<file path="src/rtl/uart_tx_stage.sv">
// Byte FIFO feeding an 8N1 serial transmitter; last sequential stage before the pads.
// The FIFO head is read combinationally so a byte can leave IDLE/STOP on the same edge it is popped.
module uart_tx_stage #(
    parameter int CLKS_PER_BIT = 16,
    parameter int FIFO_DEPTH   = 8
) (
    input  logic                          clk_i,
    input  logic                          res_i,
    input  logic [7:0]                    data_i,
    input  logic                          valid_i,
    output logic                          ready_o,
    output logic                          tx_o,
    output logic                          busy_o,
    output logic [$clog2(FIFO_DEPTH):0]   level_o,
    output logic                          drop_o
);

    localparam int PTR_W = $clog2(FIFO_DEPTH);
    localparam int LVL_W = PTR_W + 1;
    localparam int CNT_W = $clog2(CLKS_PER_BIT);

    localparam logic [LVL_W-1:0] LVL_FULL  = LVL_W'(FIFO_DEPTH);
    localparam logic [LVL_W-1:0] LVL_ONE   = LVL_W'(1);
    localparam logic [PTR_W-1:0] PTR_ONE   = PTR_W'(1);
    localparam logic [CNT_W-1:0] BAUD_LAST = CNT_W'(CLKS_PER_BIT - 1);
    localparam logic [CNT_W-1:0] CNT_ONE   = CNT_W'(1);

    typedef enum logic [1:0] {
        IDLE  = 2'd0,
        START = 2'd1,
        DATA  = 2'd2,
        STOP  = 2'd3
    } state_t;

    // ---------------------------------------------------------------
    // FIFO storage and bookkeeping
    // ---------------------------------------------------------------
    logic [7:0]       mem_reg [FIFO_DEPTH];
    logic [PTR_W-1:0] wr_ptr_reg;
    logic [PTR_W-1:0] rd_ptr_reg;
    logic [LVL_W-1:0] level_reg;
    logic             drop_reg;

    // ---------------------------------------------------------------
    // Transmitter state
    // ---------------------------------------------------------------
    state_t           state_reg;
    logic [CNT_W-1:0] baud_cnt_reg;
    logic [2:0]       bit_idx_reg;
    logic [7:0]       shift_reg;
    logic             tx_reg;

    logic             fifo_full;
    logic             fifo_empty;
    logic             baud_last;
    logic             push;
    logic             pop;
    logic [7:0]       head_data;

    assign fifo_full  = (level_reg == LVL_FULL);
    assign fifo_empty = (level_reg == '0);
    assign baud_last  = (baud_cnt_reg == BAUD_LAST);
    assign head_data  = mem_reg[rd_ptr_reg];

    // Pop decisions look only at the registered level, so a byte written on
    // the same edge is never seen until the following cycle.
    always_comb begin
        push = valid_i && !fifo_full;
        pop  = 1'b0;
        if (!fifo_empty) begin
            if (state_reg == IDLE)
                pop = 1'b1;
            else if (state_reg == STOP && baud_last)
                pop = 1'b1;
        end
    end

    always_ff @(posedge clk_i) begin
        if (!res_i && push)
            mem_reg[wr_ptr_reg] <= data_i;
    end

    always_ff @(posedge clk_i) begin
        if (res_i) begin
            wr_ptr_reg <= '0;
            rd_ptr_reg <= '0;
            level_reg  <= '0;
            drop_reg   <= 1'b0;
        end else begin
            drop_reg <= valid_i && fifo_full;
            if (push)
                wr_ptr_reg <= wr_ptr_reg + PTR_ONE;
            if (pop)
                rd_ptr_reg <= rd_ptr_reg + PTR_ONE;
            case ({push, pop})
                2'b10:   level_reg <= level_reg + LVL_ONE;
                2'b01:   level_reg <= level_reg - LVL_ONE;
                default: level_reg <= level_reg;
            endcase
        end
    end

    // ---------------------------------------------------------------
    // Frame sequencer; tx_reg is loaded with the value of the next cycle
    // ---------------------------------------------------------------
    always_ff @(posedge clk_i) begin
        if (res_i) begin
            state_reg    <= IDLE;
            baud_cnt_reg <= '0;
            bit_idx_reg  <= '0;
            shift_reg    <= '0;
            tx_reg       <= 1'b1;
        end else begin
            case (state_reg)
                IDLE: begin
                    tx_reg <= 1'b1;
                    if (pop) begin
                        shift_reg    <= head_data;
                        baud_cnt_reg <= '0;
                        state_reg    <= START;
                        tx_reg       <= 1'b0;
                    end
                end
                START: begin
                    if (baud_last) begin
                        baud_cnt_reg <= '0;
                        bit_idx_reg  <= '0;
                        state_reg    <= DATA;
                        tx_reg       <= shift_reg[0];
                    end else begin
                        baud_cnt_reg <= baud_cnt_reg + CNT_ONE;
                    end
                end
                DATA: begin
                    if (baud_last) begin
                        baud_cnt_reg <= '0;
                        if (bit_idx_reg == 3'd7) begin
                            bit_idx_reg <= '0;
                            state_reg   <= STOP;
                            tx_reg      <= 1'b1;
                        end else begin
                            bit_idx_reg <= bit_idx_reg + 3'd1;
                            tx_reg      <= shift_reg[bit_idx_reg + 3'd1];
                        end
                    end else begin
                        baud_cnt_reg <= baud_cnt_reg + CNT_ONE;
                    end
                end
                STOP: begin
                    if (baud_last) begin
                        baud_cnt_reg <= '0;
                        if (pop) begin
                            // Chain straight into the next start bit, no idle gap
                            shift_reg <= head_data;
                            state_reg <= START;
                            tx_reg    <= 1'b0;
                        end else begin
                            state_reg <= IDLE;
                            tx_reg    <= 1'b1;
                        end
                    end else begin
                        baud_cnt_reg <= baud_cnt_reg + CNT_ONE;
                    end
                end
                default: begin
                    state_reg <= IDLE;
                    tx_reg    <= 1'b1;
                end
            endcase
        end
    end

    assign ready_o = !fifo_full;
    assign tx_o    = tx_reg;
    assign busy_o  = (state_reg != IDLE) || !fifo_empty;
    assign level_o = level_reg;
    assign drop_o  = drop_reg;

endmodule

</file>
<file path="config.mk">
export PLATFORM = sky130hd
export DESIGN_NAME = uart_tx_stage
export DESIGN_NICKNAME = d
export VERILOG_FILES = /design/src/rtl/uart_tx_stage.sv
export SDC_FILE = /design/constraint.sdc
export NUM_CORES = 1
export LEC_CHECK = 0
export ABC_AREA = 0
export BUFFER_PORTS_ARGS = -buffer_cell sky130_fd_sc_hd__buf_4
export CAP_MARGIN = 15
export CORE_AREA = 3 3 102 104
export DETAILED_ROUTE_END_ITERATION = 10
export DIE_AREA = 0 0 105 107
export PLACE_DENSITY = 0.57
export SETUP_SLACK_MARGIN = 0.05
export SLEW_MARGIN = 20
export SYNTH_ARGS = -nofsm -noshare
export SYNTH_HDL_FRONTEND = slang
export SYNTH_SLANG_ARGS = --single-unit
export TNS_END_PERCENT = 5
</file>
<file path="constraint.sdc">
create_clock -name clk_i -period 7.77 [get_ports clk_i]
set_clock_uncertainty 0.1 [all_clocks]
set_input_delay 1.554 -clock clk_i [delete_from_list [all_inputs] [get_ports clk_i]]
set_output_delay 1.554 -clock clk_i [all_outputs]
set_load 0.02 [all_outputs]
</file>
=== Word-level counts from Yosys, hierarchy flattened ===
Memories as Yosys holds them, arrays and structs flattened. A register that Yosys moved wholly into a read port is not among the register bits.
Index checks and enable logic that the tools add are counted.

* Register bits after elaboration: 29
* RAM bits: 64
* Input port bits: 11
* Output and inout port bits: 8
* Memories: 1

{| class="wikitable"
|+ Memory list
! memory !! words !! width !! read ports !! clocked after Yosys merged registers in !! write ports !! RTL line !! source
|-
| mem_reg || 8 || 8 || 1 || 1 || 1 || 38 || <nowiki>logic [7:0] mem_reg [FIFO_DEPTH];</nowiki>
|}

* Add/subtract/negate cells: 6
* Magnitude comparators: 1
* Eq/ne operators: 13
* Multiplexer cells: 33
* Reductions and logical operators: 19

{| class="wikitable"
|+ Operators by type and width
! kind !! count
|-
| $mux W8 || 2
|-
| $pmux W4 S2 || 2
|-
| $pmux W8 S2 || 1
|-
| $mux W3 || 5
|-
| $mux W1 || 12
|-
| $mux W2 || 5
|-
| $ne A2 B2 Y1 const B || 5
|-
| $add A3 B1 Y3 const B || 3
|-
| $add A4 B1 Y4 const B || 2
|-
| $eq A4 B4 Y1 const B || 2
|-
| $mux W4 || 2
|-
| $pmux W2 S4 || 1
|-
| $reduce_bool A2 Y1 || 4
|-
| $eq A2 B2 Y1 const B || 3
|-
| $pmux W3 S2 || 1
|-
| $reduce_and A3 Y1 || 2
|-
| $reduce_and A5 Y1 || 1
|-
| $eq A2 B1 Y1 const B || 2
|-
| $logic_and A1 B1 Y1 || 4
|-
| $logic_not A4 Y1 || 1
|-
| $lt A3 B4 Y1 const B || 1
|-
| $pmux W1 S4 || 1
|-
| $sub A4 B1 Y4 const B || 1
|-
| $bmux W1 S3 || 1
|-
| other kinds (6) || 8
|}

=== Depth between registers and ports, before layout ===
Gate-level depths: netlist of run 1.

* Depth after elaboration: 8
* Gate-level depth with buffers: 12
* Gate-level depth less buffers: 12

=== Least setup slack after synthesis of run 1 ===
No wires, ideal clock.

* Path type: input to register
* Start point: input port res_i
* End point: memory mem_reg[0][0] (enable)
* Arrival: 2.681 ns
* Data required time: 7.287 ns
* Slack: 4.605 ns
* Cell stages on the path: 5
* Path through: clkbuf_1 -> nand2b_1 -> nor2_1 -> nand2_1 -> nor3_1

* Cells in the longest elaborated chain, start to end: 4

{| class="wikitable"
|+ Ends and longest elaborated chain
! element !! RTL line !! source
|-
| start, declared || 8 || <nowiki>input logic res_i,</nowiki>
|-
| $logic_not A1 Y1 || 79 || <nowiki>if (!res_i && push)</nowiki>
|-
| $logic_and A1 B1 Y1 || 79 ||
|-
| $mux W1 || 79 ||
|-
| $mux W1 (implied by the code) || 80 || <nowiki>mem_reg[wr_ptr_reg] <= data_i;</nowiki>
|-
| end, declared || 38 ||
|}

No other way between the ends.

=== Worst setup path after layout of run 1 ===
* Start point: register level_reg[0] (netlist: level_o[0])
* End point: output port busy_o

* Cells in the longest elaborated chain, start to end: 3

{| class="wikitable"
|+ Ends and longest elaborated chain
! element !! RTL line !! source
|-
| start, declared || 41 || <nowiki>logic [LVL_W-1:0] level_reg;</nowiki>
|-
| start signal, assigned || 96 || <nowiki>2'b10: level_reg <= level_reg + LVL_ONE;</nowiki>
|-
| start signal, assigned || 97 || <nowiki>2'b01: level_reg <= level_reg - LVL_ONE;</nowiki>
|-
| start signal, assigned || 98 || <nowiki>default: level_reg <= level_reg;</nowiki>
|-
| $logic_not A4 Y1 || 61 || <nowiki>assign fifo_empty = (level_reg == '0);</nowiki>
|-
| $logic_not A1 Y1 || 175 || <nowiki>assign busy_o = (state_reg != IDLE) || !fifo_empty;</nowiki>
|-
| $logic_or A1 B1 Y1 || 175 ||
|-
| end, declared || 13 || <nowiki>output logic busy_o,</nowiki>
|}

No other way between the ends.

==> flow_results.xml, run 1 <==
<?xml version="1.0" encoding="UTF-8"?>
<metrics>
  <group name="pwr">
    <metric name="p_leak" unit="nW">1.55</metric>
    <metric name="power_density" unit="mW/mm²">306</metric>
    <metric name="peak_supply_drop" unit="mV">0.124</metric>
  </group>
  <group name="timing">
    <metric name="clock.fmax" unit="MHz">286</metric>
    <metric name="finalCritPeriodShare" unit="">0.449</metric>
    <metric name="rsz_0062_raised_after_global_routing" unit="">no</metric>
    <metric name="timing_max_transition_violations_final" unit="">0</metric>
    <metric name="setup_tns" unit="ns">0</metric>
    <metric name="hold_viol_final" unit="">0</metric>
    <metric name="slew_of_the_pin_with_the_lowest_slew_margin" unit="ns">1.14</metric>
    <metric name="final-setup-viol-count" unit="">0</metric>
    <metric name="relSlewSlack" unit="">0.236</metric>
    <metric name="period_minus_slack" unit="ns">3.49</metric>
  </group>
  <group name="yosys">
    <metric name="syn_nets" unit="">298</metric>
    <metric name="synth-edff-count" unit="">64</metric>
    <metric name="mappedNetlistArea" unit="mm²">0.00407</metric>
    <metric name="asyncSetResetFlopFracSynth" unit="">0</metric>
    <metric name="netlist-cell-type-count" unit="">47</metric>
    <metric name="gate_count_after_technology_mapping" unit="">274</metric>
    <metric name="ys_seq_area_frac" unit="">0.630</metric>
    <metric name="syn-mean-instance-area" unit="µm²">14.9</metric>
    <metric name="ys_dominant_reg_cell" unit="">edfxtp_1</metric>
    <metric name="synthesis.yosys.warnings" unit="">0</metric>
    <metric name="synth.ff_latch_count" unit="">96</metric>
  </group>
  <group name="floorplan">
    <metric name="io-pin-count" unit="">19</metric>
    <metric name="initial_core_util" unit="">0.422</metric>
    <metric name="die_area" unit="mm²">0.0112</metric>
    <metric name="die_w" unit="µm">105</metric>
    <metric name="die_height" unit="µm">107</metric>
    <metric name="core-area" unit="mm²">0.00964</metric>
    <metric name="num_rows" unit="">36</metric>
  </group>
  <group name="route">
    <metric name="drt.antenna.violating_nets" unit="">0</metric>
    <metric name="post-route-drc-count" unit="">0</metric>
    <metric name="num_vias" unit="">2202</metric>
    <metric name="first_iter_violations" unit="">115</metric>
    <metric name="drtPass1Iterations" unit="">4</metric>
    <metric name="routed_via_density" unit="">5.12</metric>
    <metric name="detail_route.wl_per_cell" unit="µm">16.4</metric>
    <metric name="routed_wire_length" unit="µm">7070</metric>
  </group>
  <group name="setup_path">
    <metric name="timing.critical_path.fanout_max" unit="">9</metric>
    <metric name="required_time_of_the_critical_path" unit="ns">6.12</metric>
    <metric name="timing_worst_setup_path_type" unit="">reg2out</metric>
    <metric name="worstSetupStartpoint" unit="">level_o[0]</metric>
    <metric name="crit_path_end_kind" unit="">primary output</metric>
    <metric name="launching_point_of_the_worst_reg2reg_path" unit="">state_reg[0]</metric>
    <metric name="sort_of_element_at_the_start_of_the_critical_path" unit="">register</metric>
    <metric name="critical_path_arrival" unit="ns">1.84</metric>
  </group>
  <group name="global_route">
    <metric name="grt_antenna_before_repair" unit="">0</metric>
    <metric name="grt_start_max_net_pins" unit="">29</metric>
    <metric name="number_of_global_route_vias_before_repair" unit="">2237</metric>
    <metric name="grt-ovfl-total" unit="">0</metric>
    <metric name="grt_first_pass_wirelength" unit="µm">11800</metric>
    <metric name="groute.usage.overall" unit="">0.137</metric>
  </group>
  <group name="placement">
    <metric name="place_hpwl" unit="µm">4780</metric>
    <metric name="placed_cells" unit="">414</metric>
    <metric name="place.gp.congestion" unit="">0.778</metric>
    <metric name="port_buffers" unit="">18</metric>
  </group>
  <group name="cells_and_area">
    <metric name="layout.filler_cells" unit="">895</metric>
    <metric name="layout_cell_share_with_drive_strength_beyond_1" unit="">0.178</metric>
    <metric name="layout-area-overhead-vs-synth" unit="%">11.1</metric>
    <metric name="final_common_cell" unit="">edfxtp_1</metric>
    <metric name="layout_common_cells" unit="">edfxtp_1, dfxtp_1, nor2_1</metric>
    <metric name="stdcell_count" unit="">430</metric>
    <metric name="largest_reg_flops" unit="">64</metric>
    <metric name="fin_nets" unit="">316</metric>
    <metric name="n_antenna_cell" unit="">0</metric>
  </group>
  <group name="min_path">
    <metric name="hold_start" unit="">bit_idx_reg[1]</metric>
    <metric name="hp-class" unit="">reg2reg</metric>
  </group>
  <group name="cts">
    <metric name="cts_max_path_buffers" unit="">2</metric>
    <metric name="clkLatencyLatePin" unit="ns">0.36</metric>
    <metric name="clk_pin_slew_worst_paths" unit="ns">0.10</metric>
    <metric name="cts.sinks" unit="">96</metric>
    <metric name="clock-root-buffer" unit="">clkbuf_8</metric>
    <metric name="post_cts_hold_buffer_count" unit="">0</metric>
    <metric name="cts_inserted_buffers" unit="">9</metric>
    <metric name="post_cts_repair_resize_count" unit="">0</metric>
    <metric name="clock_tree.htree_level_count" unit="">3</metric>
    <metric name="tritoncts" unit="">done</metric>
    <metric name="post-cts-setup-buffers" unit="">0</metric>
  </group>
  <group name="job">
    <metric name="max_cap_violations" unit="">0</metric>
  </group>
  <group name="status">
    <metric name="run_status" unit="">finished clean</metric>
  </group>
</metrics>
-- per-layer routing --
metal	vias to the layer above	global-route usage	wire [µm]
li1	1095	-	-
met1	1083	0.179	3400
met2	20	0.226	3460
met3	4	0.0379	151
met4	0	0.0366	55
met5	-	0	0
-- logic make-up after synthesis --
| group | share of synthesized area |
|---|---|
| simple gates | 0.0904 |
| flops | 0.630 |
| fa+ha+maj | 0.0400 |
| xor+xnor | 0.0151 |
| buf+inv | 0.0246 |
| mux | 0.138 |
| compound gates | 0.0621 |
-- synthesized netlist by cell type (3+ instances only) --
master | n | area share
mux4_1 | 10 | 0.065
xor2_1 | 5 | 0.011
a31oi_1 | 3 | 0.0046
mux2_2 | 8 | 0.022
or3_1 | 6 | 0.0092
dfxtp_1 | 32 | 0.16
clkbuf_1 | 7 | 0.0065
inv_1 | 5 | 0.0046
a22o_1 | 8 | 0.017
nor2b_1 | 5 | 0.0077
mux2i_1 | 4 | 0.0098
o21ai_1 | 3 | 0.0037
a21oi_1 | 12 | 0.015
nor3_1 | 4 | 0.0049
edfxtp_1 | 64 | 0.47
nor2_1 | 25 | 0.023
ha_1 | 13 | 0.040
nand2_1 | 12 | 0.011
nand2b_1 | 4 | 0.0061
mux4_2 | 7 | 0.039
nand3_1 | 4 | 0.0049
-- layout make-up --
class / instances / area (µm²) / share of cell area
multi-input cells: 160 / 1410 / 0.312
inverters: 7 / 26.3 / 0.00581
clock buffers: 9 / 124 / 0.0274
well taps: 133 / 166 / 0.0368
repair buffers: 18 / 135 / 0.0299
flip-flops and latches: 96 / 2560 / 0.567
clock inverters: 7 / 96.3 / 0.0213
-- path summary, 6_finish.rpt --
check | to | slack (ns) | cells after the start
worst max-delay path | busy_o | 4.28 | 4
worst min-delay path | bit_idx_reg[1] | 0.37 | 2
worst max register to register | level_o[3] | 5.00 | 9
worst min register to register | bit_idx_reg[1] | 0.37 | 2
-- metrics by stage --
| step | hold slack (ns) | worst slack (ns) | area [µm²] | utilization | total power, mW |
|---|---|---|---|---|---|
| after global placement | 0.360 | 4.18 | 4300 | 0.446 | 1.05 |
| final | 0.368 | 4.28 | 4520 | 0.469 | 1.39 |
| after global routing | 0.400 | 4.12 | 4520 | 0.469 | 1.48 |
| after floorplan | 0.336 | 4.61 | 4070 | - | 0.961 |
| after detailed placement | 0.355 | 4.28 | 4300 | 0.446 | 1.05 |
| after CTS | 0.370 | 4.24 | 4520 | 0.469 | 1.41 |
-- critical path: stages (launching register included) --
cell     delay, ns
dfxtp_1       0.39
nor4_2        0.48
and2_1        0.39
inv_2         0.07
buf_4         0.16
-- power breakdown --
| group | switching (mW) | internal, mW | leakage (nW) | total [mW] |
|---|---|---|---|---|
| clock network | 0.190 | 0.159 | 0.109 | 0.349 |
| registers | 0.0556 | 0.594 | 0.839 | 0.650 |
| logic | 0.204 | 0.183 | 0.603 | 0.386 |
Power figures use the tool's default switching activity.
==> run 2: changes to the inputs <==
--- a/config.mk
+++ b/config.mk
@@ -5,13 +5,13 @@
 export SDC_FILE = /design/constraint.sdc
 export NUM_CORES = 1
 export LEC_CHECK = 0
-export ABC_AREA = 0
+export ABC_AREA = 1
 export BUFFER_PORTS_ARGS = -buffer_cell sky130_fd_sc_hd__buf_4
 export CAP_MARGIN = 15
-export CORE_AREA = 3 3 102 104
+export CORE_AREA = 3 3 103 105
 export DETAILED_ROUTE_END_ITERATION = 10
-export DIE_AREA = 0 0 105 107
-export PLACE_DENSITY = 0.57
+export DIE_AREA = 0 0 106 108
+export PLACE_DENSITY = 0.6
 export SETUP_SLACK_MARGIN = 0.05
 export SLEW_MARGIN = 20
 export SYNTH_ARGS = -nofsm -noshare
==> constraint.sdc (replaced) <==
create_clock -name clk_i -period 3 [get_ports clk_i]
set_clock_uncertainty 0.1 [all_clocks]
set_input_delay 0.6 -clock clk_i [delete_from_list [all_inputs] [get_ports clk_i]]
set_output_delay 0.6 -clock clk_i [all_outputs]
set_load 0.02 [all_outputs]
==> flow_results.xml, run 2 <==
<?xml version="1.0" encoding="UTF-8"?>
<metrics>
  <group name="yosys">
    <metric name="syn-mean-instance-area" unit="µm²">10.4</metric>
    <metric name="synth_largest_type_area_fraction" unit="">0.458</metric>
    <metric name="gate_count_after_technology_mapping" unit="">405</metric>
    <metric name="synth.ff_latch_count" unit="">96</metric>
    <metric name="netlist-cell-type-count" unit="">34</metric>
    <metric name="mappedNetlistArea" unit="mm²">0.00420</metric>
    <metric name="synth.most_common_cell" unit="">nor2_1</metric>
    <metric name="ys_dominant_reg_cell" unit="">edfxtp_1</metric>
    <metric name="ys_seq_area_frac" unit="">0.611</metric>
    <metric name="yosys.area.top_type" unit="">edfxtp_1</metric>
    <metric name="synth-edff-count" unit="">64</metric>
    <metric name="asyncSetResetFlopFracSynth" unit="">0</metric>
    <metric name="syn_nets" unit="">429</metric>
    <metric name="ys_top_cells_by_area" unit="">edfxtp_1, dfxtp_1, nor2_1</metric>
    <metric name="synthesis.yosys.warnings" unit="">0</metric>
    <metric name="synth_top_cells_by_count" unit="">nor2_1, edfxtp_1, nand2_1, o21ai_1, dfxtp_1</metric>
  </group>
  <group name="pwr">
    <metric name="p_leak" unit="nW">1.71</metric>
    <metric name="post-layout-total-power" unit="mW">3.90</metric>
    <metric name="peak_supply_drop" unit="mV">0.391</metric>
    <metric name="power_density" unit="mW/mm²">840</metric>
  </group>
  <group name="cts">
    <metric name="tritoncts" unit="">done</metric>
    <metric name="cts.sinks" unit="">96</metric>
    <metric name="cts_inserted_buffers" unit="">9</metric>
    <metric name="post_cts_hold_buffer_count" unit="">0</metric>
    <metric name="clock-root-buffer" unit="">clkbuf_8</metric>
    <metric name="post_cts_repair_resize_count" unit="">0</metric>
    <metric name="clock_tree.htree_level_count" unit="">3</metric>
    <metric name="clkLatencyLatePin" unit="ns">0.36</metric>
    <metric name="cts_max_path_buffers" unit="">2</metric>
    <metric name="post-cts-setup-buffers" unit="">0</metric>
    <metric name="clk_pin_slew_worst_paths" unit="ns">0.10</metric>
  </group>
  <group name="placement">
    <metric name="port_buffers" unit="">18</metric>
    <metric name="place.gp.congestion" unit="">0.802</metric>
    <metric name="place_hpwl" unit="µm">5420</metric>
  </group>
  <group name="setup_path">
    <metric name="ff2ff_setup_slack" unit="ns">0.52</metric>
    <metric name="worst_r2r_path_depth" unit="">12</metric>
    <metric name="timing_worst_setup_path_type" unit="">reg2reg</metric>
    <metric name="timing.critical_path.fanout_max" unit="">7</metric>
    <metric name="launching_point_of_the_worst_reg2reg_path" unit="">state_reg[0]</metric>
    <metric name="critical_path_arrival" unit="ns">2.65</metric>
    <metric name="required_time_of_the_critical_path" unit="ns">3.16</metric>
    <metric name="sort_of_element_at_the_start_of_the_critical_path" unit="">register</metric>
    <metric name="worst_r2r_endpoint" unit="">level_o[2]</metric>
    <metric name="crit_path_end_kind" unit="">register</metric>
  </group>
  <group name="route">
    <metric name="first_iter_violations" unit="">166</metric>
    <metric name="routed_via_density" unit="">4.97</metric>
    <metric name="post-route-drc-count" unit="">0</metric>
    <metric name="num_vias" unit="">2833</metric>
    <metric name="routed_wire_length" unit="µm">8380</metric>
    <metric name="detail_route.wl_per_cell" unit="µm">14.7</metric>
    <metric name="drtPass1Iterations" unit="">4</metric>
    <metric name="drt.antenna.violating_nets" unit="">0</metric>
  </group>
  <group name="timing">
    <metric name="hold_viol_final" unit="">0</metric>
    <metric name="timing_max_transition_violations_final" unit="">0</metric>
    <metric name="slew_of_the_pin_with_the_lowest_slew_margin" unit="ns">0.549</metric>
    <metric name="rsz_0062_raised_after_global_routing" unit="">no</metric>
    <metric name="clock.fmax" unit="MHz">403</metric>
    <metric name="period_minus_slack" unit="ns">2.48</metric>
    <metric name="setup_tns" unit="ns">0</metric>
    <metric name="relSlewSlack" unit="">0.633</metric>
    <metric name="finalCritPeriodShare" unit="">0.828</metric>
    <metric name="final-setup-viol-count" unit="">0</metric>
  </group>
  <group name="global_route">
    <metric name="grt_antenna_before_repair" unit="">0</metric>
    <metric name="grt-ovfl-total" unit="">0</metric>
    <metric name="groute.usage.overall" unit="">0.159</metric>
    <metric name="grt_start_max_net_pins" unit="">33</metric>
    <metric name="grt_first_pass_wirelength" unit="µm">14100</metric>
    <metric name="number_of_global_route_vias_before_repair" unit="">2814</metric>
  </group>
  <group name="min_path">
    <metric name="worstHoldPathCells" unit="">1</metric>
    <metric name="hold_start" unit="">data_i[3]</metric>
    <metric name="hp-class" unit="">in2reg</metric>
    <metric name="worstHoldEndpoint" unit="">mem_reg[0][3]</metric>
  </group>
  <group name="floorplan">
    <metric name="io-pin-count" unit="">19</metric>
    <metric name="num_rows" unit="">36</metric>
    <metric name="die_height" unit="µm">108</metric>
    <metric name="die_area" unit="mm²">0.0114</metric>
    <metric name="initial_core_util" unit="">0.431</metric>
    <metric name="core-area" unit="mm²">0.00973</metric>
    <metric name="die_w" unit="µm">106</metric>
  </group>
  <group name="cells_and_area">
    <metric name="n_antenna_cell" unit="">0</metric>
    <metric name="layout.filler_cells" unit="">927</metric>
    <metric name="layout_common_cells" unit="">nor2_1, edfxtp_1, nand2_1</metric>
    <metric name="fin_nets" unit="">456</metric>
    <metric name="layout-area-overhead-vs-synth" unit="%">10.6</metric>
    <metric name="largest_reg_flops" unit="">64</metric>
    <metric name="layout_cell_share_with_drive_strength_beyond_1" unit="">0.137</metric>
    <metric name="final_common_cell" unit="">nor2_1</metric>
  </group>
  <group name="job">
    <metric name="max_cap_violations" unit="">0</metric>
  </group>
  <group name="status">
    <metric name="run_status" unit="">finished clean</metric>
  </group>
</metrics>
==> run 2: area by class of cell <==
class	count	area (µm²)	share of cell area
flip-flops and latches	96	2560	0.552
multi-input cells	267	1400	0.302
repair buffers	28	210	0.0453
well taps	133	166	0.0358
clock buffers	11	141	0.0305
inverters	30	118	0.0253
clock inverters	5	40.0	0.00863
==> run 2: metrics by stage <==
step                      hold WS [ns]  area [µm²]  std cells   util  worst slack, ns
after floorplan                  0.343        4200        405      -            0.657
after global placement           0.353        4460        554  0.458            0.576
final                            0.357        4640        570  0.477            0.517
after detailed placement         0.355        4460        554  0.458            0.500
after CTS                        0.331        4640        570  0.477            0.501
after global routing             0.335        4640        570  0.477            0.327
==> run 2: where the power goes <==
part | switching [mW] | internal, mW
logic | 0.910 | 0.492
registers | 0.148 | 1.56
clock network | 0.459 | 0.331
total | 1.52 | 2.39
==> run 2: cells by family (layout without fill, tap and decap cells) <==
family	count (synthesis)	after routing	synth area share
compound gates	82	82	0.105
fa+ha+maj	13	13	0.0388
flops	96	96	0.611
buf+inv	42	74	0.0549
simple gates	168	168	0.180
xor+xnor	4	4	0.0101
==> run 2: worst max-delay path by stage <==
stage / startpoint / to / slack, ns / cells past startpoint
final: state_reg[0] / level_o[2] / 0.52 / 12
after global routing: state_reg[0] / level_o[2] / 0.33 / 12
after CTS: state_reg[0] / level_o[2] / 0.50 / 12
after detailed placement: state_reg[0] / level_o[2] / 0.50 / 12
after global placement: state_reg[0] / level_o[2] / 0.58 / 12
after floorplan: state_reg[0] / level_o[2] / 0.66 / 12
==> run 2: worst max-delay path: stages, from the launching register on <==
cell and delay (ns):
dfxtp_1 0.40, inv_1 0.10, ha_1 0.24, or2_2 0.34, nand3_4 0.13, inv_2 0.08
ha_1 0.24, xor2_2 0.18, ha_1 0.19, a21oi_1 0.14, xnor2_1 0.08, o21ai_0 0.13
inv_1 0.05
==> run 2: metal layers <==
layer	track usage	vias to the layer above	wire length [µm]
li1	-	1454	-
met1	0.212	1325	3920
met2	0.255	52	4030
met3	0.0418	2	402
met4	0.0527	0	38
met5	0	-	0
==> run 3: changes to the inputs <==
--- a/config.mk
+++ b/config.mk
@@ -5,13 +5,13 @@
 export SDC_FILE = /design/constraint.sdc
 export NUM_CORES = 1
 export LEC_CHECK = 0
-export ABC_AREA = 1
+export ABC_AREA = 0
 export BUFFER_PORTS_ARGS = -buffer_cell sky130_fd_sc_hd__buf_4
 export CAP_MARGIN = 15
-export CORE_AREA = 3 3 103 105
+export CORE_AREA = 3 3 102 104
 export DETAILED_ROUTE_END_ITERATION = 10
-export DIE_AREA = 0 0 106 108
-export PLACE_DENSITY = 0.6
+export DIE_AREA = 0 0 105 107
+export PLACE_DENSITY = 0.59
 export SETUP_SLACK_MARGIN = 0.05
 export SLEW_MARGIN = 20
 export SYNTH_ARGS = -nofsm -noshare
==> constraint.sdc (replaced) <==
create_clock -name clk_i -period 2.1 [get_ports clk_i]
set_clock_uncertainty 0.1 [all_clocks]
set_input_delay 0.42 -clock clk_i [delete_from_list [all_inputs] [get_ports clk_i]]
set_output_delay 0.42 -clock clk_i [all_outputs]
set_load 0.02 [all_outputs]
==> flow_results.xml, run 3 (synthesis gave the netlist of run 1 again) <==
<?xml version="1.0" encoding="UTF-8"?>
<metrics>
  <group name="status">
    <metric name="run_status" unit="">complete, but fails checks</metric>
    <metric name="violations" unit="">setup timing</metric>
  </group>
  <group name="cells_and_area">
    <metric name="n_antenna_cell" unit="">0</metric>
    <metric name="fin_nets" unit="">352</metric>
    <metric name="seq_area" unit="mm²">0.00258</metric>
    <metric name="largest_reg_flops" unit="">64</metric>
    <metric name="multi_input_area" unit="mm²">0.00157</metric>
    <metric name="final_util" unit="">0.516</metric>
    <metric name="final_common_cell" unit="">edfxtp_1</metric>
    <metric name="layout_cell_share_with_drive_strength_beyond_1" unit="">0.357</metric>
    <metric name="layout-area-overhead-vs-synth" unit="%">22.2</metric>
    <metric name="layout_common_cells" unit="">edfxtp_1, buf_4, dfxtp_1</metric>
    <metric name="layout.filler_cells" unit="">842</metric>
    <metric name="final_cell_area" unit="mm²">0.00497</metric>
  </group>
  <group name="route">
    <metric name="drt.antenna.violating_nets" unit="">0</metric>
    <metric name="post-route-drc-count" unit="">0</metric>
    <metric name="detail_route.wl_per_cell" unit="µm">16.2</metric>
    <metric name="routed_wire_length" unit="µm">7530</metric>
    <metric name="drtPass1Iterations" unit="">4</metric>
    <metric name="num_vias" unit="">2389</metric>
    <metric name="routed_via_density" unit="">5.13</metric>
    <metric name="first_iter_violations" unit="">81</metric>
  </group>
  <group name="pwr">
    <metric name="power_density" unit="mW/mm²">1170</metric>
    <metric name="post-layout-total-power" unit="mW">5.80</metric>
    <metric name="p_int" unit="mW">3.95</metric>
    <metric name="clkPwrFrac" unit="">0.217</metric>
    <metric name="sequentialPowerShare" unit="">0.408</metric>
    <metric name="switching_share" unit="">0.320</metric>
    <metric name="power.net_switching" unit="mW">1.86</metric>
    <metric name="comb_power_share" unit="">0.375</metric>
    <metric name="peak_supply_drop" unit="mV">0.550</metric>
    <metric name="p_leak" unit="nW">1.74</metric>
  </group>
  <group name="job">
    <metric name="max_cap_violations" unit="">0</metric>
  </group>
  <group name="floorplan">
    <metric name="initial_core_util" unit="">0.422</metric>
    <metric name="core-area" unit="mm²">0.00964</metric>
    <metric name="die_w" unit="µm">105</metric>
    <metric name="die_area" unit="mm²">0.0112</metric>
    <metric name="die_height" unit="µm">107</metric>
    <metric name="num_rows" unit="">36</metric>
    <metric name="io-pin-count" unit="">19</metric>
  </group>
  <group name="cts">
    <metric name="cts_inserted_buffers" unit="">9</metric>
    <metric name="clkLatencyLatePin" unit="ns">0.35</metric>
    <metric name="clk_pin_slew_worst_paths" unit="ns">0.10</metric>
    <metric name="clock_tree.htree_level_count" unit="">3</metric>
    <metric name="cts_max_path_buffers" unit="">2</metric>
    <metric name="tritoncts" unit="">done</metric>
    <metric name="clock-root-buffer" unit="">clkbuf_8</metric>
    <metric name="post_cts_hold_buffer_count" unit="">0</metric>
    <metric name="cts.sinks" unit="">96</metric>
  </group>
  <group name="timing">
    <metric name="relSlewSlack" unit="">0.616</metric>
    <metric name="finalCritPeriodShare" unit="">1.11</metric>
    <metric name="clock.fmax" unit="MHz">431</metric>
    <metric name="timing_max_transition_violations_final" unit="">0</metric>
    <metric name="final-setup-viol-count" unit="">4</metric>
    <metric name="slew_of_the_pin_with_the_lowest_slew_margin" unit="ns">0.576</metric>
    <metric name="rsz_0062_raised_after_global_routing" unit="">yes</metric>
    <metric name="hold_viol_final" unit="">0</metric>
    <metric name="period_minus_slack" unit="ns">2.32</metric>
    <metric name="worst_slack" unit="ns">-0.222</metric>
  </group>
  <group name="placement">
    <metric name="place.gp.congestion" unit="">0.790</metric>
    <metric name="place_hpwl" unit="µm">4950</metric>
    <metric name="port_buffers" unit="">18</metric>
    <metric name="detailed_place.area" unit="mm²">0.00462</metric>
  </group>
  <group name="min_path">
    <metric name="hp-class" unit="">in2reg</metric>
  </group>
  <group name="setup_path">
    <metric name="timing_worst_setup_path_type" unit="">reg2reg</metric>
    <metric name="timing.critical_path.fanout_max" unit="">3</metric>
    <metric name="sort_of_element_at_the_start_of_the_critical_path" unit="">register</metric>
    <metric name="required_time_of_the_critical_path" unit="ns">2.28</metric>
    <metric name="critical_path_arrival" unit="ns">2.51</metric>
    <metric name="crit_path_end_kind" unit="">register</metric>
  </group>
  <group name="global_route">
    <metric name="grt_antenna_before_repair" unit="">0</metric>
    <metric name="grt-ovfl-total" unit="">0</metric>
    <metric name="grt_first_pass_wirelength" unit="µm">12600</metric>
    <metric name="groute.usage.overall" unit="">0.143</metric>
    <metric name="grt_start_max_net_pins" unit="">24</metric>
    <metric name="number_of_global_route_vias_before_repair" unit="">2423</metric>
  </group>
</metrics>
[run 3: power by group through the flow]
stage / Combinational [mW] / Sequential (mW) / Clock [mW]
after CTS: 2.08 / 2.36 / 1.30
final: 2.18 / 2.37 / 1.26
after global placement: 1.94 / 2.39 / 0
after floorplan: 1.28 / 2.41 / 0
after global routing: 2.40 / 2.39 / 1.37
after detailed placement: 1.95 / 2.40 / 0
[run 3: worst paths after layout]
check                      start              to  slack, ns  cells after the start
setup / recovery    state_reg[1]      level_o[2]      -0.22                     12
hold / removal         data_i[6]   mem_reg[6][6]       0.19                      1
hold reg to reg   bit_idx_reg[1]  bit_idx_reg[1]       0.36                      2
setup reg to reg    state_reg[1]      level_o[2]      -0.22                     12
[run 3: routing by layer]
layer	part of all wire	vias up	wire, µm	track usage
met3	0.025	8	192	0.0385
met4	0.013	0	95	0.0356
met1	0.46	1185	3430	0.182
met2	0.51	26	3820	0.244
met5	0	-	0	0
li1	-	1170	-	-
[run 3: per-stage QoR]
step	hold WS, ns	TNS, ns	instances	setup slack (ns)
final	0.193	-0.489	466	-0.222
after CTS	0.179	-0.618	466	-0.241
after detailed placement	0.351	-2.88	446	-0.293
after global placement	0.348	-3.26	446	-0.251
after global routing	0.170	-0.878	466	-0.306
after floorplan	0.336	-0.577	274	-0.296
[run 3: cell type report]
class	count	share of cell area
tap	133	0.0335
multi-input combinational	160	0.315
clock buffer	9	0.0249
timing repair buffer	54	0.0856
clock inverter	7	0.0166
sequential	96	0.518
inverter	7	0.00579
[run 3: timing repair]
item / CTS / global route
endpoints found under the setup margin: 54 / 31
buffers inserted: 4 / 0
pin swaps: 9 / 3
resized for setup: 14 / 12
[run 3: worst max-delay path: stages (launching register included)]
cell,delay (ns)
dfxtp_2,0.35
inv_2,0.08
ha_4,0.15
nor2_2,0.04
or3_4,0.38
inv_4,0.09
ha_4,0.16
xor2_4,0.16
ha_4,0.14
a21oi_2,0.03
xor2_1,0.14
or3_1,0.32
a21oi_2,0.12
